### src/rtl/game_layer_mixer_if.sv
// Pixel-stream bundle between the layer generators and the game_layer_mixer.
// The master side drives pixel/game state and the slave side returns the mixed pixel and collision report.
interface game_layer_mixer_if #(
  parameter int N_LAYERS = 4,
  parameter int RGB_W    = 3
);
  logic                      display_on;
  logic                      frame_start;
  logic [N_LAYERS-1:0]       layer_rgb_en;
  logic [N_LAYERS*RGB_W-1:0] layer_rgb;
  logic [RGB_W-1:0]          background_rgb;
  logic                      game_won;
  logic                      end_of_game_timer_running;
  logic                      random;
  logic [RGB_W-1:0]          rgb;
  logic [N_LAYERS-1:0]       collision_mask;
  logic                      collision_valid;

  modport master (
    output display_on, frame_start, layer_rgb_en, layer_rgb, background_rgb,
           game_won, end_of_game_timer_running, random,
    input  rgb, collision_mask, collision_valid
  );

  modport slave (
    input  display_on, frame_start, layer_rgb_en, layer_rgb, background_rgb,
           game_won, end_of_game_timer_running, random,
    output rgb, collision_mask, collision_valid
  );
endinterface

### src/rtl/game_layer_mixer.sv
// Priority layer mixer with a frame-paced end-of-game flash and per-frame layer
// overlap (collision) reporting, published on each frame_start pulse.
module game_layer_mixer #(
  parameter int N_LAYERS     = 4,
  parameter int RGB_W        = 3,
  parameter int FLASH_FRAMES = 8
) (
  input  logic              clk,
  input  logic              reset,
  game_layer_mixer_if.slave bus
);

  localparam int CNT_W = (FLASH_FRAMES > 1) ? $clog2(FLASH_FRAMES) : 1;
  localparam logic [CNT_W-1:0]    CNT_LAST  = CNT_W'(FLASH_FRAMES - 1);
  localparam logic [CNT_W-1:0]    CNT_ONE   = CNT_W'(1);
  localparam logic [N_LAYERS-1:0] LAYER_ONE = N_LAYERS'(1);

  typedef enum logic {
    FLASH_DARK = 1'b0,
    FLASH_LIT  = 1'b1
  } flash_t;

  // Isolates the lowest set bit, i.e. the highest-priority enabled layer.
  function automatic logic [N_LAYERS-1:0] lowest_onehot(input logic [N_LAYERS-1:0] v);
    lowest_onehot = v & (~v + LAYER_ONE);
  endfunction

  flash_t              flash_state_r;
  flash_t              flash_state_s;
  logic [CNT_W-1:0]    frame_cnt_r;
  logic [CNT_W-1:0]    frame_cnt_s;
  logic [N_LAYERS-1:0] sel_s;
  logic [RGB_W-1:0]    layer_pix_s;
  logic [RGB_W-1:0]    flash_pix_s;
  logic [RGB_W-1:0]    rgb_s;
  logic [N_LAYERS-1:0] hit_s;
  logic [N_LAYERS-1:0] hit_acc_r;
  logic [RGB_W-1:0]    rgb_r;
  logic [N_LAYERS-1:0] collision_mask_r;
  logic                collision_valid_r;

  // Flash phase register and frame counter.
  always_ff @(posedge clk) begin
    if (reset) begin
      flash_state_r <= FLASH_LIT;
      frame_cnt_r   <= '0;
    end else begin
      flash_state_r <= flash_state_s;
      frame_cnt_r   <= frame_cnt_s;
    end
  end

  // Flash next state: idle timer keeps the first end-of-game frame lit.
  always_comb begin
    flash_state_s = flash_state_r;
    frame_cnt_s   = frame_cnt_r;
    if (!bus.end_of_game_timer_running) begin
      flash_state_s = FLASH_LIT;
      frame_cnt_s   = '0;
    end else if (bus.frame_start) begin
      if (frame_cnt_r == CNT_LAST) begin
        frame_cnt_s = '0;
        case (flash_state_r)
          FLASH_LIT:  flash_state_s = FLASH_DARK;
          FLASH_DARK: flash_state_s = FLASH_LIT;
          default:    flash_state_s = FLASH_LIT;
        endcase
      end else begin
        frame_cnt_s = frame_cnt_r + CNT_ONE;
      end
    end else begin
      frame_cnt_s = frame_cnt_r;
    end
  end

  // Colour of the highest-priority enabled layer (zero when none enabled).
  always_comb begin
    sel_s       = lowest_onehot(bus.layer_rgb_en);
    layer_pix_s = '0;
    for (int i = 0; i < N_LAYERS; i++) begin
      layer_pix_s = layer_pix_s | ({RGB_W{sel_s[i]}} & bus.layer_rgb[i*RGB_W +: RGB_W]);
    end
  end

  // Output pixel priority chain.
  always_comb begin
    flash_pix_s = {1'b1, bus.game_won, {(RGB_W-2){bus.random}}};
    rgb_s       = '0;
    if (!bus.display_on) begin
      rgb_s = '0;
    end else if (bus.end_of_game_timer_running) begin
      if (flash_state_r == FLASH_LIT) begin
        rgb_s = flash_pix_s;
      end else begin
        rgb_s = '0;
      end
    end else if (|bus.layer_rgb_en) begin
      rgb_s = layer_pix_s;
    end else begin
      rgb_s = bus.background_rgb;
    end
  end

  // A layer hits when it is enabled together with any other layer on a visible pixel.
  always_comb begin
    hit_s = '0;
    for (int i = 0; i < N_LAYERS; i++) begin
      hit_s[i] = bus.display_on & bus.layer_rgb_en[i] & (bus.layer_rgb_en != (LAYER_ONE << i));
    end
  end

  // Registered pixel and collision accumulate/publish; frame_start hits seed the new frame.
  always_ff @(posedge clk) begin
    if (reset) begin
      rgb_r             <= '0;
      hit_acc_r         <= '0;
      collision_mask_r  <= '0;
      collision_valid_r <= 1'b0;
    end else begin
      rgb_r <= rgb_s;
      if (bus.frame_start) begin
        collision_mask_r  <= hit_acc_r;
        collision_valid_r <= 1'b1;
        hit_acc_r         <= hit_s;
      end else begin
        collision_valid_r <= 1'b0;
        hit_acc_r         <= hit_acc_r | hit_s;
      end
    end
  end

  assign bus.rgb             = rgb_r;
  assign bus.collision_mask  = collision_mask_r;
  assign bus.collision_valid = collision_valid_r;

endmodule

### src/flat_wrapper.sv
// flat-port wrapper written by rule: the top's interface ports become plain ports
module game_layer_mixer_flat 
#(
  parameter int N_LAYERS     = 4,
  parameter int RGB_W        = 3,
  parameter int FLASH_FRAMES = 8
)
  (clk, reset, bus_display_on, bus_frame_start, bus_layer_rgb_en, bus_layer_rgb, bus_background_rgb, bus_game_won, bus_end_of_game_timer_running, bus_random, bus_rgb, bus_collision_mask, bus_collision_valid);
  game_layer_mixer_if #(.N_LAYERS(N_LAYERS), .RGB_W(RGB_W)) bus_i ();
  input  logic clk;
  input  logic reset;
  input wire logic [$bits(bus_i.display_on)-1:0] bus_display_on;
  input wire logic [$bits(bus_i.frame_start)-1:0] bus_frame_start;
  input wire logic [$bits(bus_i.layer_rgb_en)-1:0] bus_layer_rgb_en;
  input wire logic [$bits(bus_i.layer_rgb)-1:0] bus_layer_rgb;
  input wire logic [$bits(bus_i.background_rgb)-1:0] bus_background_rgb;
  input wire logic [$bits(bus_i.game_won)-1:0] bus_game_won;
  input wire logic [$bits(bus_i.end_of_game_timer_running)-1:0] bus_end_of_game_timer_running;
  input wire logic [$bits(bus_i.random)-1:0] bus_random;
  output wire logic [$bits(bus_i.rgb)-1:0] bus_rgb;
  output wire logic [$bits(bus_i.collision_mask)-1:0] bus_collision_mask;
  output wire logic [$bits(bus_i.collision_valid)-1:0] bus_collision_valid;
  assign bus_i.display_on = bus_display_on;
  assign bus_i.frame_start = bus_frame_start;
  assign bus_i.layer_rgb_en = bus_layer_rgb_en;
  assign bus_i.layer_rgb = bus_layer_rgb;
  assign bus_i.background_rgb = bus_background_rgb;
  assign bus_i.game_won = bus_game_won;
  assign bus_i.end_of_game_timer_running = bus_end_of_game_timer_running;
  assign bus_i.random = bus_random;
  assign bus_rgb = bus_i.rgb;
  assign bus_collision_mask = bus_i.collision_mask;
  assign bus_collision_valid = bus_i.collision_valid;
  game_layer_mixer #(.N_LAYERS(N_LAYERS), .RGB_W(RGB_W), .FLASH_FRAMES(FLASH_FRAMES)) u_core (.clk(clk), .reset(reset), .bus(bus_i));
endmodule
### config.mk
export PLATFORM = sky130hd
export DESIGN_NAME = game_layer_mixer_flat
export DESIGN_NICKNAME = d
export VERILOG_FILES = /design/src/rtl/game_layer_mixer_if.sv /design/src/rtl/game_layer_mixer.sv /design/src/flat_wrapper.sv
export SDC_FILE = /design/constraint.sdc
export NUM_CORES = 1
export LEC_CHECK = 0
export CAP_MARGIN = 20
export CORE_UTILIZATION = 40
export CTS_CLUSTER_SIZE = 12
export DETAILED_ROUTE_END_ITERATION = 10
export PLACE_DENSITY = 0.77
export SLEW_MARGIN = 15
export SYNTH_ARGS = -nofsm -noshare
export SYNTH_HDL_FRONTEND = slang
export SYNTH_SLANG_ARGS = --single-unit
### constraint.sdc
create_clock -name clk -period 1.71 [get_ports clk]
set_clock_uncertainty 0.05 [all_clocks]
set_input_delay 0.342 -clock clk [delete_from_list [all_inputs] [get_ports clk]]
set_output_delay 0.342 -clock clk [all_outputs]
set_load 0.03 [all_outputs]
=== Word level (Yosys, flattened, before mapping) ===
Index checks and enable logic that the tools add are counted.

* Add/subtract/negate cells: 2
* Multipliers: 0
* Div/mod/pow operators: 0
* Magnitude comparators: 0
* Equality and inequality tests: 5
* Shift-type cells: 0
* Muxes and demuxes: 7
* Bitwise gates (word level): 21
* Reductions and logical operators: 4

{| class="wikitable"
|+ Operators by type and width
! cell !! count
|-
| $and A3 B3 Y3 || 4
|-
| $mux W3 || 4
|-
| $or A3 B3 Y3 || 3
|-
| $and A1 B1 Y1 || 8
|-
| $add A4 B1 Y4 const B || 1
|-
| $and A4 B4 Y4 || 1
|-
| $mux W4 || 1
|-
| $ne A4 B1 Y1 const B || 1
|-
| $ne A4 B2 Y1 const B || 1
|-
| $ne A4 B3 Y1 const B || 1
|-
| $ne A4 B4 Y1 const B || 1
|-
| $not A4 Y4 || 1
|-
| $or A4 B4 Y4 || 1
|-
| $reduce_or A2 Y1 || 2
|-
| $reduce_or A4 Y1 || 1
|-
| $add A3 B1 Y3 const B || 1
|-
| $eq A3 B3 Y1 const B || 1
|-
| $not A1 Y1 || 3
|-
| $pmux W1 S2 || 1
|-
| $reduce_and A2 Y1 || 1
|-
| $mux W1 || 1
|}

* Register bits after elaboration: 16
* Latch bits: 0
* Memory bits (writable): 0
* ROM bits: 0
* Input port bits: 26
* Output and inout port bits: 8
* Logic and storage cells: 45
* Memories: 0

=== Longest topological paths before layout ===
Gate-level depths: netlist (run 1).

* Depth after elaboration: 9
* Mapped depth: 5
* Gate-level depth less buffers: 5

=== Worst setup path before layout (run 1) ===
No wires, ideal clock.

* Path type: input to register
* From: in bus_layer_rgb_en[2]
* To: reg u_core.rgb_r[2] (netlist: u_core.bus.rgb[2])
* Library setup time: 119 ps
* Data arrival time: 1166 ps
* Required time: 1541 ps
* Path slack: 374 ps
* Stages: 4
* Path buffers: 1
* Cells stage by stage: buf_6 or4_4 o21ai_1 o21bai_1

* Cells in the longest elaborated chain, start to end: 8
* Elaborated cells on any way between the ends: 10
* Classes of those cells: add/sub: 1; mux: 2; bitwise: 6; reduce/logical: 1

{| class="wikitable"
|+ RTL lines
! item !! RTL line !! text
|-
| from (decl) || flat_wrapper.sv:14 || <nowiki>input wire logic [$bits(bus_i.layer_rgb_en)-1:0] bus_layer_rgb_en;</nowiki>
|-
| $not A4 Y4 || game_layer_mixer.sv:25 || <nowiki>lowest_onehot = v & (~v + LAYER_ONE);</nowiki>
|-
| $add A4 B1 Y4 || game_layer_mixer.sv:25 ||
|-
| $and A4 B4 Y4 || game_layer_mixer.sv:25 ||
|-
| $and A3 B3 Y3 || game_layer_mixer.sv:81 || <nowiki>layer_pix_s = layer_pix_s | ({RGB_W{sel_s[i]}} & bus.layer_rgb[i*RGB_W +: RGB_W]);</nowiki>
|-
| $or A3 B3 Y3 (2 in a row) || game_layer_mixer.sv:81 ||
|-
| $mux W3 (*) || game_layer_mixer.sv:97 || <nowiki>end else if (|bus.layer_rgb_en) begin</nowiki>
|-
| $mux W3 (*) || game_layer_mixer.sv:91 || <nowiki>end else if (bus.end_of_game_timer_running) begin</nowiki>
|-
| to (signal assigned) || game_layer_mixer.sv:120 || <nowiki>rgb_r <= rgb_s;</nowiki>
|-
| to (decl) || game_layer_mixer.sv:38 || <nowiki>logic [RGB_W-1:0] rgb_r;</nowiki>
|}

Mark *: on every way between the ends. The rest lies on a longest branch, timed or not.
A chain may end at the register's enable or synchronous reset.

=== Worst setup path after layout (run 1) ===
* From: reg u_core.collision_valid_r (netlist: u_core.bus.collision_valid)
* To: out bus_collision_valid

{| class="wikitable"
|+ RTL lines
! item !! RTL line !! text
|-
| from (decl) || game_layer_mixer.sv:40 || <nowiki>logic collision_valid_r;</nowiki>
|-
| from (signal assigned) || game_layer_mixer.sv:118 || <nowiki>collision_valid_r <= 1'b0;</nowiki>
|-
| from (signal assigned) || game_layer_mixer.sv:123 || <nowiki>collision_valid_r <= 1'b1;</nowiki>
|-
| from (signal assigned) || game_layer_mixer.sv:126 || <nowiki>collision_valid_r <= 1'b0;</nowiki>
|-
| to (decl) || flat_wrapper.sv:22 || <nowiki>output wire logic [$bits(bus_i.collision_valid)-1:0] bus_collision_valid;</nowiki>
|}

No word-level cell between the ends.

==> run summary, run 1 <==
Hpwl dp: 1340 um
# port buffers: 33
Synth cell types: 24
Synth Cell Area: 771 um^2
WP data required: 1.32 ns
Antenna violations before repair: 0
Core area: 1760 um^2
Critical Path Fanout Max: 1
Clock transition at path regs: 0.08 ns
Pleak: 0.533 nW
Vias in the first global route: 643
Setup crit start kind: flop
Drt first-iter violations: 12
Post-CTS Hold Fix Bufs: 0
Final ANT Viol Nets: 0
Die W: 45.9 um
Status: finished, final reports clean
Total gr overflow: 0
Starting Density: 0.437
Critical path buffer and inverter count: 1
Post_cts resized: 0
Hold crit path type: flop to flop
Post-synth ARST share: 0
Layout cell share with drive strength beyond 1: 0.101
EDFF count, synth: 0
CP max-delay cell: clkdlybuf4s50_1
Sequential share of the synthesized area: 0.416
Clock sinks: 16
Area of placed instances: 1150 um^2
CTS tree: done
Root Driver: clkbuf_4
Diodes inserted: 0
Syn. warnings: 0
Max-cap violations: 0
Routability Congestion: 0.789
GRT Overall Usage: 0.186
Pwr per Cell Area: 637 nW/um^2
R2R depth: 4
Setup-failing EPs final: 0
Worst VDD drop: 0.589 mV
Top cell type's share of synthesized area: 0.416
Final setup margin: 0.0685 ns
Longest Clk Path Bufs: 2
Slew Limit Fails: 0
Worst hold start: u_core.hit_acc_r[1]$_SDFF_PP0_
Wire length of the first global-routing pass: 2750 um
Shortest period the worst path allows: 1.64 ns
Post-synth top cells: dfxtp_1, nor2_1, a21oi_1, mux2i_1, nand2b_1
Unrepaired setup endpoints after global routing: false
Synth Net Count: 110
Hold slack: 0.424 ns
WS Path Type: flop to primary output
R2R Path Start: u_core.frame_cnt_r[0]$_SDFFE_PP0P_
Wire length per cell: 11.7 um
Main area contributors after synthesis: dfxtp_1, mux2i_1, nand2b_1, nor2b_1, a21oi_1
Synth Flop Type: dfxtp_1
Final WL: 1690 um
Area delta synth->final: 53.6%
Max transition margin: 0.767
Die H: 45.9 um
Crit path DAT: 1.25 ns
Min-Delay Path Depth: 2
DR vias/cell: 5.04
Setup crit end kind: primary output
R2R Setup Slk: 0.53 ns
Family with the most delay on the worst path: buffers and inverters
First-pass iteration count of the detailed router: 4
Final Hold Viols: 0
Hold Path Sink: u_core.hit_acc_r[1]$_SDFF_PP0_
Avg Cell Area, Syn: 9.40 um^2
Largest net degree at the start of global routing: 16
Seq cells post-synth: 16
Crit share post-route: 0.960
Cell Chain, Critical Path: clkdlybuf4s50_1
Worst-Margin Slew: 0.346 ns
Vias: 726
Fmax: 609 MHz
R2r endpoint: u_core.flash_state_r$_SDFFE_PP1P_
H-tree depth: 1
Dpl ws: -0.0886 ns
Fillers: 168
Setup bufs post-CTS: 0
Crit-path max cell delay: 0.66 ns
Post-Syn Instances: 82
Synth area leader: dfxtp_1
I/O pin cnt: 34
Sequential cell area: 320 um^2
Skew-Pair Late Insertion Delay: 0.28 ns
DRC viols: 0
Number of CTS-inserted buffers: 3
Fin nets: 149
Final core occ: 0.671
Die area: 2110 um^2
Multi-input gate area: 422 um^2
Design area: 1180 um^2
Site row count: 15
Most common cell in the netlist: dfxtp_1
## cell families (layout without fill, tap and decap cells)
kind of cell	Yosys count	in the layout	share of synthesized area
AND/OR/NAND/NOR	28	28	0.218
AO/OA/AOI/OAI	25	25	0.219
flip-flops	16	16	0.416
multiplexers	6	6	0.0779
buffers and inverters	5	42	0.0373
adder cells (fa/ha/maj)	2	2	0.0325
## state kept, by name, summed over array words and instances, names as in the netlist
register and flops:
u_core.bus.rgb 3, u_core.flash_state_r 1, u_core.bus.collision_mask 4, u_core.frame_cnt_r 3, u_core.bus.collision_valid 1, u_core.hit_acc_r 4
## area by class of cell
class / count / area share
tap: 25 / 0.0264
clock buffer: 3 / 0.0190
multi-input combinational: 61 / 0.356
timing repair buffer: 39 / 0.328
sequential: 16 / 0.271
## power by group
group	leakage (nW)	switching, mW	total [mW]	internal [mW]
logic	0.388	0.0724	0.176	0.103
registers	0.131	0.00605	0.393	0.387
clock network	0.0138	0.103	0.185	0.0816
total	0.533	0.182	0.754	0.572
## worst max path at each step
stage                                                    from                            to  slack [ns]  cells past startpoint
floorplan                                 bus_layer_rgb_en[2]  u_core.bus.rgb[2]$_SDFF_PP0_        0.37                      4
global placement                          bus_layer_rgb_en[1]  u_core.bus.rgb[2]$_SDFF_PP0_       -0.07                      4
detailed placement                        bus_layer_rgb_en[1]  u_core.bus.rgb[2]$_SDFF_PP0_       -0.09                      6
CTS                 u_core.bus.collision_mask[1]$_SDFFE_PP0P_         bus_collision_mask[1]        0.02                      1
global route            u_core.bus.collision_valid$_SDFF_PP0_           bus_collision_valid        0.01                      1
finish                  u_core.bus.collision_valid$_SDFF_PP0_           bus_collision_valid        0.07                      1
## cell usage in the layout, fill, tap and decap left out, drive strengths merged, types with 5 or more instances in the layout
master,netlist,final
clkdlybuf4s50,0,28
dfxtp,16,16
nor2,7,7
nand2b,6,6
a21oi,6,6
mux2i,6,6
buf,3,6
nor2b,6,6
o21ai,6,6
dlymetal6s2s,0,5
## stage by stage
stage,cells,total power [mW],setup TNS [ns]
finish,144,0.754,0
global route,144,0.799,0
CTS,144,0.765,0
detailed placement,141,0.579,-0.232
global placement,141,0.576,-0.182
floorplan,82,0.482,0
## metal layers
| layer | wire length, um | GRT usage | vias up | part of all wire |
|---|---|---|---|---|
| met2 | 809 | 0.268 | 16 | 0.48 |
| met3 | 59 | 0.0595 | 2 | 0.035 |
| met4 | 25 | 0.0706 | 0 | 0.015 |
| met1 | 790 | 0.257 | 332 | 0.47 |
| li1 | - | - | 376 | - |
| met5 | 0 | 0 | - | 0 |
No activity file was read; power rests on OpenSTA's default activity.
==> inputs of run 2 (changes only) <==
- PLACE_DENSITY: 0.77 -> unset
- PLACE_DENSITY_LB_ADDON: unset -> 0.05
- SLEW_MARGIN: 15 -> unset
==> run 2 against run 1 <==
Count of clock-buffer cells in the layout increased by 1. Via count up 1.9%. Sequential power about the same. Highest routed layer unchanged. Global-route usage decreased by 0.98 points. Clock power rose by 32%. Critical path depth is the same. Wire length is 2.2% lower. Final area up 1.6%.
==> run summary, run 2 (synthesis gave the netlist of run 1 again) <==
Status: finished, final reports clean
Cell Chain, Critical Path: clkdlybuf4s50_1
Area of placed instances: 1160 um^2 (+0.65%)
I/O pin cnt: 34 (unchanged)
Crit path DAT: 1.27 ns (+0.02 ns)
# port buffers: 33 (unchanged)
Core area: 1760 um^2 (unchanged)
Final ANT Viol Nets: 0 (unchanged)
Design area: 1200 um^2 (+1.6%)
Fmax: 600 MHz (-1.4%)
Unrepaired setup endpoints after global routing: false
DR vias/cell: 5.07 (+0.53%)
Crit-path max cell delay: 0.66 ns (about the same)
Diodes inserted: 0 (unchanged)
Antenna violations before repair: 0 (unchanged)
Layout cell share with drive strength beyond 1: 0.116 (+0.0149)
WS Path Type: flop to primary output
Pleak: 0.528 nW (-0.83%)
Wire length of the first global-routing pass: 2630 um (-4.3%)
Dpl cells: 142 (+0.71%)
Drt first-iter violations: 6 (-6)
Most frequent cells in the layout: clkdlybuf4s50_1, dfxtp_1, nor2_1, buf_4
Clock transition at path regs: 0.09 ns (about the same)
GRT Overall Usage: 0.177 (-0.00976)
Die area: 2110 um^2 (unchanged)
First-pass iteration count of the detailed router: 4 (unchanged)
Final Total Pwr: 0.815 mW (+8.1%)
Wire length per cell: 11.3 um (-3.5%)
Critical path buffer and inverter count: 1 (unchanged)
Setup crit start kind: flop
Dpl ws: -0.0450 ns (+0.0437 ns)
Worst-Margin Slew: 0.371 ns (+0.0252 ns)
H-tree depth: 1 (unchanged)
Die W: 45.9 um (unchanged)
Area delta synth->final: 56.0%
Shortest period the worst path allows: 1.67 ns (+0.0240 ns)
Worst VDD drop: 0.533 mV (-9.6%)
Final Hold Viols: 0 (unchanged)
Number of CTS-inserted buffers: 3 (unchanged)
Hold crit path type: flop to flop
Root Driver: clkbuf_4
Final setup margin: 0.0446 ns (-0.0240 ns)
Crit share post-route: 0.974 (+0.0140)
Critical Path Fanout Max: 1 (unchanged)
Vias in the first global route: 646 (+0.47%)
Site row count: 15 (unchanged)
DRC viols: 0 (unchanged)
Fin nets: 150 (+0.67%)
CTS tree: done
Longest Clk Path Bufs: 2 (unchanged)
Vias: 740 (+1.9%)
Slew Limit Fails: 0 (unchanged)
Pwr per Cell Area: 678 nW/um^2 (+6.4%)
Routability Congestion: 0.687 (-13%)
Skew-Pair Late Insertion Delay: 0.28 ns (about the same)
Post-route insts no fill: 146 (+1.4%)
CP max-delay cell: clkdlybuf4s50_1
Die H: 45.9 um (unchanged)
Setup tns final: 0 ns (unchanged)
Hpwl dp: 1310 um (-2.0%)
WP data required: 1.32 ns (about the same)
Starting Density: 0.437 (unchanged)
Family with the most delay on the worst path: buffers and inverters
Total gr overflow: 0 (unchanged)
Final WL: 1650 um (-2.2%)
Setup-failing EPs final: 0 (unchanged)
Max-cap violations: 0 (unchanged)
Max transition margin: 0.750 (-0.0170)
Post-CTS Hold Fix Bufs: 0 (unchanged)
Setup crit end kind: primary output
Most common cell after layout, fill and taps aside: clkdlybuf4s50_1
Largest net degree at the start of global routing: 16 (unchanged)
Clock sinks: 16 (unchanged)
Fillers: 162 (-3.6%)
[run 2: cell types whose count changed in the layout (fill, tap and decap cells not counted)]
cell	delta
buf_4	+1
clkdlybuf4s50_1	+1
dlymetal6s2s_1	-1
clkbuf_8	+1
[run 2: layout make-up]
class	instances	area (um^2)	area share
Clock buffer	4	36.3	0.0302
Multi-Input combinational cell	61	422	0.351
Sequential cell	16	320	0.266
Tap cell	25	31.3	0.0260
Timing Repair Buffer	40	393	0.327
[run 2: repair_timing]
item	in CTS	in global routing
buffers inserted	0	0
setup endpoints to repair	0	4
gates resized for setup	0	4
[run 2: final timing paths]
kind / startpoint / endpoint / slack (ns) / cells after the start
worst max register to register: u_core.frame_cnt_r[0]$_SDFFE_PP0P_ / u_core.flash_state_r$_SDFFE_PP1P_ / 0.54 / 4
worst min register to register: u_core.hit_acc_r[1]$_SDFF_PP0_ / u_core.hit_acc_r[1]$_SDFF_PP0_ / 0.43 / 2
worst min-delay path: u_core.hit_acc_r[1]$_SDFF_PP0_ / u_core.hit_acc_r[1]$_SDFF_PP0_ / 0.43 / 2
worst max-delay path: u_core.bus.rgb[2]$_SDFF_PP0_ / bus_rgb[2] / 0.04 / 1
[run 2: report_power, final]
group          switching, mW  internal (mW)  leakage, nW  total [mW]
clock network          0.114          0.129       0.0210       0.244
logic                 0.0724          0.105        0.377       0.177
registers            0.00626          0.388        0.131       0.394
[run 2: per-stage QoR]
stage	utilization	hold slack [ns]
after floorplan	-	0.395
after global routing	0.682	0.458
after detailed placement	0.655	0.412
after CTS	0.676	0.427
after global placement	0.655	0.407
final	0.682	0.426
[run 2: layer usage]
metal / track usage / routed length (um) / up-vias
li1: - / - / 383
met2: 0.282 / 765 / 20
met3: 0.0595 / 72 / 4
met5: 0 / 0 / -
met1: 0.216 / 789 / 333
met4: 0.0706 / 21 / 0
==> inputs of run 3 (changes only) <==
- CORE_MARGIN: unset -> 2
- GPL_ROUTABILITY_DRIVEN: unset -> 0
==> run 3 against run 2 <==
Critical path depth did not move. Count of clock-buffer cells in the layout shrank 1. Total power down 6.8%. Sequential power hardly changed. Worst hold slack about the same. Flip-flop and latch count stayed put. Combinational power hardly changed. Critical path type unchanged. Highest routed layer unchanged.
==> run summary, run 3 (synthesis gave the netlist of run 1 again) <==
R2r endpoint: u_core.flash_state_r$_SDFFE_PP1P_
Wire length of the first global-routing pass: 2860 um (+8.9%)
Multi-input gate area: 422 um^2 (unchanged)
Fin nets: 150 (unchanged)
Largest net degree at the start of global routing: 16 (unchanged)
Met3 Use GR: 0.0830 (+0.0235)
I/O pin cnt: 34 (unchanged)
H-tree depth: 1 (unchanged)
Layout cell share with drive strength beyond 1: 0.108 (-0.00737)
Die area: 2290 um^2 (+8.9%)
Pwr per Cell Area: 638 nW/um^2 (-5.9%)
Critical path buffer and inverter count: 1 (unchanged)
R2R depth: 4 (unchanged)
Most frequent cells in the layout: clkdlybuf4s50_1, dfxtp_1, nor2_1, buf_4
Crit path DAT: 1.25 ns (-0.02 ns)
Site row count: 15 (unchanged)
First-pass iteration count of the detailed router: 2 (-2)
Worst VDD drop: 0.561 mV (+5.2%)
GRT Overall Usage: 0.182 (+0.00574)
Core area: 1760 um^2 (unchanged)
Most common cell after layout, fill and taps aside: clkdlybuf4s50_1
CP max-delay cell: clkdlybuf4s50_1
Design area: 1190 um^2 (-0.94%)
Dpl cells: 142 (unchanged)
Vias: 738 (-0.27%)
R2R Path Start: u_core.frame_cnt_r[0]$_SDFFE_PP0P_
Crit-path max cell delay: 0.66 ns (about the same)
Met2 GRT Util: 0.304 (+0.0223)
Post-CTS Hold Fix Bufs: 0 (unchanged)
Die H: 47.9 um (+4.4%)
Root Driver: clkbuf_4
Area of placed instances: 1160 um^2 (unchanged)
# port buffers: 33 (unchanged)
Wire length per cell: 12.4 um (+9.7%)
Worst-Margin Slew: 0.405 ns (+0.0345 ns)
GR peak layer: met2
Critical path startpoint: u_core.bus.rgb[1]$_SDFF_PP0_
DRC viols: 0 (unchanged)
Drt first-iter violations: 10 (+4)
Skew-Pair Late Insertion Delay: 0.28 ns (about the same)
Clock sinks: 16 (unchanged)
Vias in the first global route: 687 (+6.3%)
Hpwl dp: 1440 um (+10%)
Setup-failing EPs final: 0 (unchanged)
Slew Limit Fails: 0 (unchanged)
Hold crit path type: flop to flop
Final WL: 1800 um (+9.0%)
Antenna violations before repair: 0 (unchanged)
Number of CTS-inserted buffers: 3 (unchanged)
Setup tns final: 0 ns (unchanged)
R2R Setup Slk: 0.53 ns (about the same)
Max transition margin: 0.726 (-0.0233)
Unrepaired setup endpoints after global routing: false
Crit share post-route: 0.961 (-0.0128)
Starting Density: 0.437 (unchanged)
Sequential cell area: 320 um^2 (unchanged)
Diodes inserted: 0 (unchanged)
Status: finished, final reports clean
Pleak: 0.538 nW (+1.7%)
Post-route insts no fill: 145 (-0.68%)
Final Hold Viols: 0 (unchanged)
Met1 GRT Util: 0.202 (-0.0140)
Final Total Pwr: 0.760 mW (-6.8%)
Area delta synth->final: 54.5%
Worst path depth: 1 (unchanged)
Shortest period the worst path allows: 1.64 ns (-0.0220 ns)
Critical Path Fanout Max: 1 (unchanged)
Fmax: 608 MHz (+1.3%)
WP data required: 1.32 ns (about the same)
Setup bufs post-CTS: 0 (unchanged)
CTS tree: done
Worst setup endpoint: bus_rgb[1]
Final core occ: 0.675 (-0.00638)
Hold slack: 0.426 ns (+0.000202 ns)
Die W: 47.9 um (+4.4%)
Final setup margin: 0.0665 ns (+0.0220 ns)
Dpl ws: -0.0697 ns (-0.0247 ns)
Max-cap violations: 0 (unchanged)
Cell Chain, Critical Path: clkdlybuf4s50_1
Final ANT Viol Nets: 0 (unchanged)
WS Path Type: flop to primary output
Family with the most delay on the worst path: buffers and inverters
Fillers: 162 (unchanged)
Clock transition at path regs: 0.08 ns (about the same)
DR vias/cell: 5.09 (+0.42%)
Setup crit start kind: flop
Setup crit end kind: primary output
Total gr overflow: 0 (unchanged)
Longest Clk Path Bufs: 2 (unchanged)
-- run 3: changes by cell type in the layout (fill, tap and decap cells not counted) --
cell,change
clkdlybuf4s50_1,-1
clkbuf_8,-1
dlymetal6s2s_1,+1
-- run 3: worst reg2reg max path, delay by kind of cell, from the launching register on --
family          cells  cell delay [ns]
fa+ha+maj           2             0.41
flops               1             0.34
simple gates        1             0.18
compound gates      1             0.13
-- run 3: timing repair --
item / in CTS / in global routing
endpoints found under the setup margin: 0 / 5
gates resized for setup: 0 / 5
hold endpoints to repair: 0 / 0
-- run 3: where the power goes --
part	total [mW]	internal (mW)	leakage (nW)	switching, mW
Clock	0.187	0.0816	0.0138	0.105
Combinational	0.179	0.105	0.393	0.0742
Sequential	0.394	0.387	0.131	0.00642
-- run 3: worst min path at each step --
stage,startpoint,end,slack (ns),depth (start not counted)
floorplan,u_core.hit_acc_r[0]$_SDFF_PP0_,u_core.hit_acc_r[0]$_SDFF_PP0_,0.39,2
global placement,u_core.hit_acc_r[0]$_SDFF_PP0_,u_core.hit_acc_r[0]$_SDFF_PP0_,0.41,2
detailed placement,u_core.hit_acc_r[2]$_SDFF_PP0_,u_core.hit_acc_r[2]$_SDFF_PP0_,0.41,2
CTS,u_core.hit_acc_r[2]$_SDFF_PP0_,u_core.hit_acc_r[2]$_SDFF_PP0_,0.42,2
global route,u_core.hit_acc_r[0]$_SDFF_PP0_,u_core.hit_acc_r[0]$_SDFF_PP0_,0.45,2
finish,u_core.hit_acc_r[2]$_SDFF_PP0_,u_core.hit_acc_r[2]$_SDFF_PP0_,0.43,2
-- run 3: metal layers --
layer  share of wire  vias to the layer above
li1                -                      383
met2            0.51                       20
met4          0.0078                        0
met5               0                        -
met1            0.42                      333
met3           0.057                        2
-- run 3: layout make-up --
| type | count | area share |
|---|---|---|
| flip-flops and latches | 16 | 0.269 |
| well taps | 25 | 0.0263 |
| repair buffers | 40 | 0.332 |
| multi-input cells | 61 | 0.354 |
| clock buffers | 3 | 0.0189 |
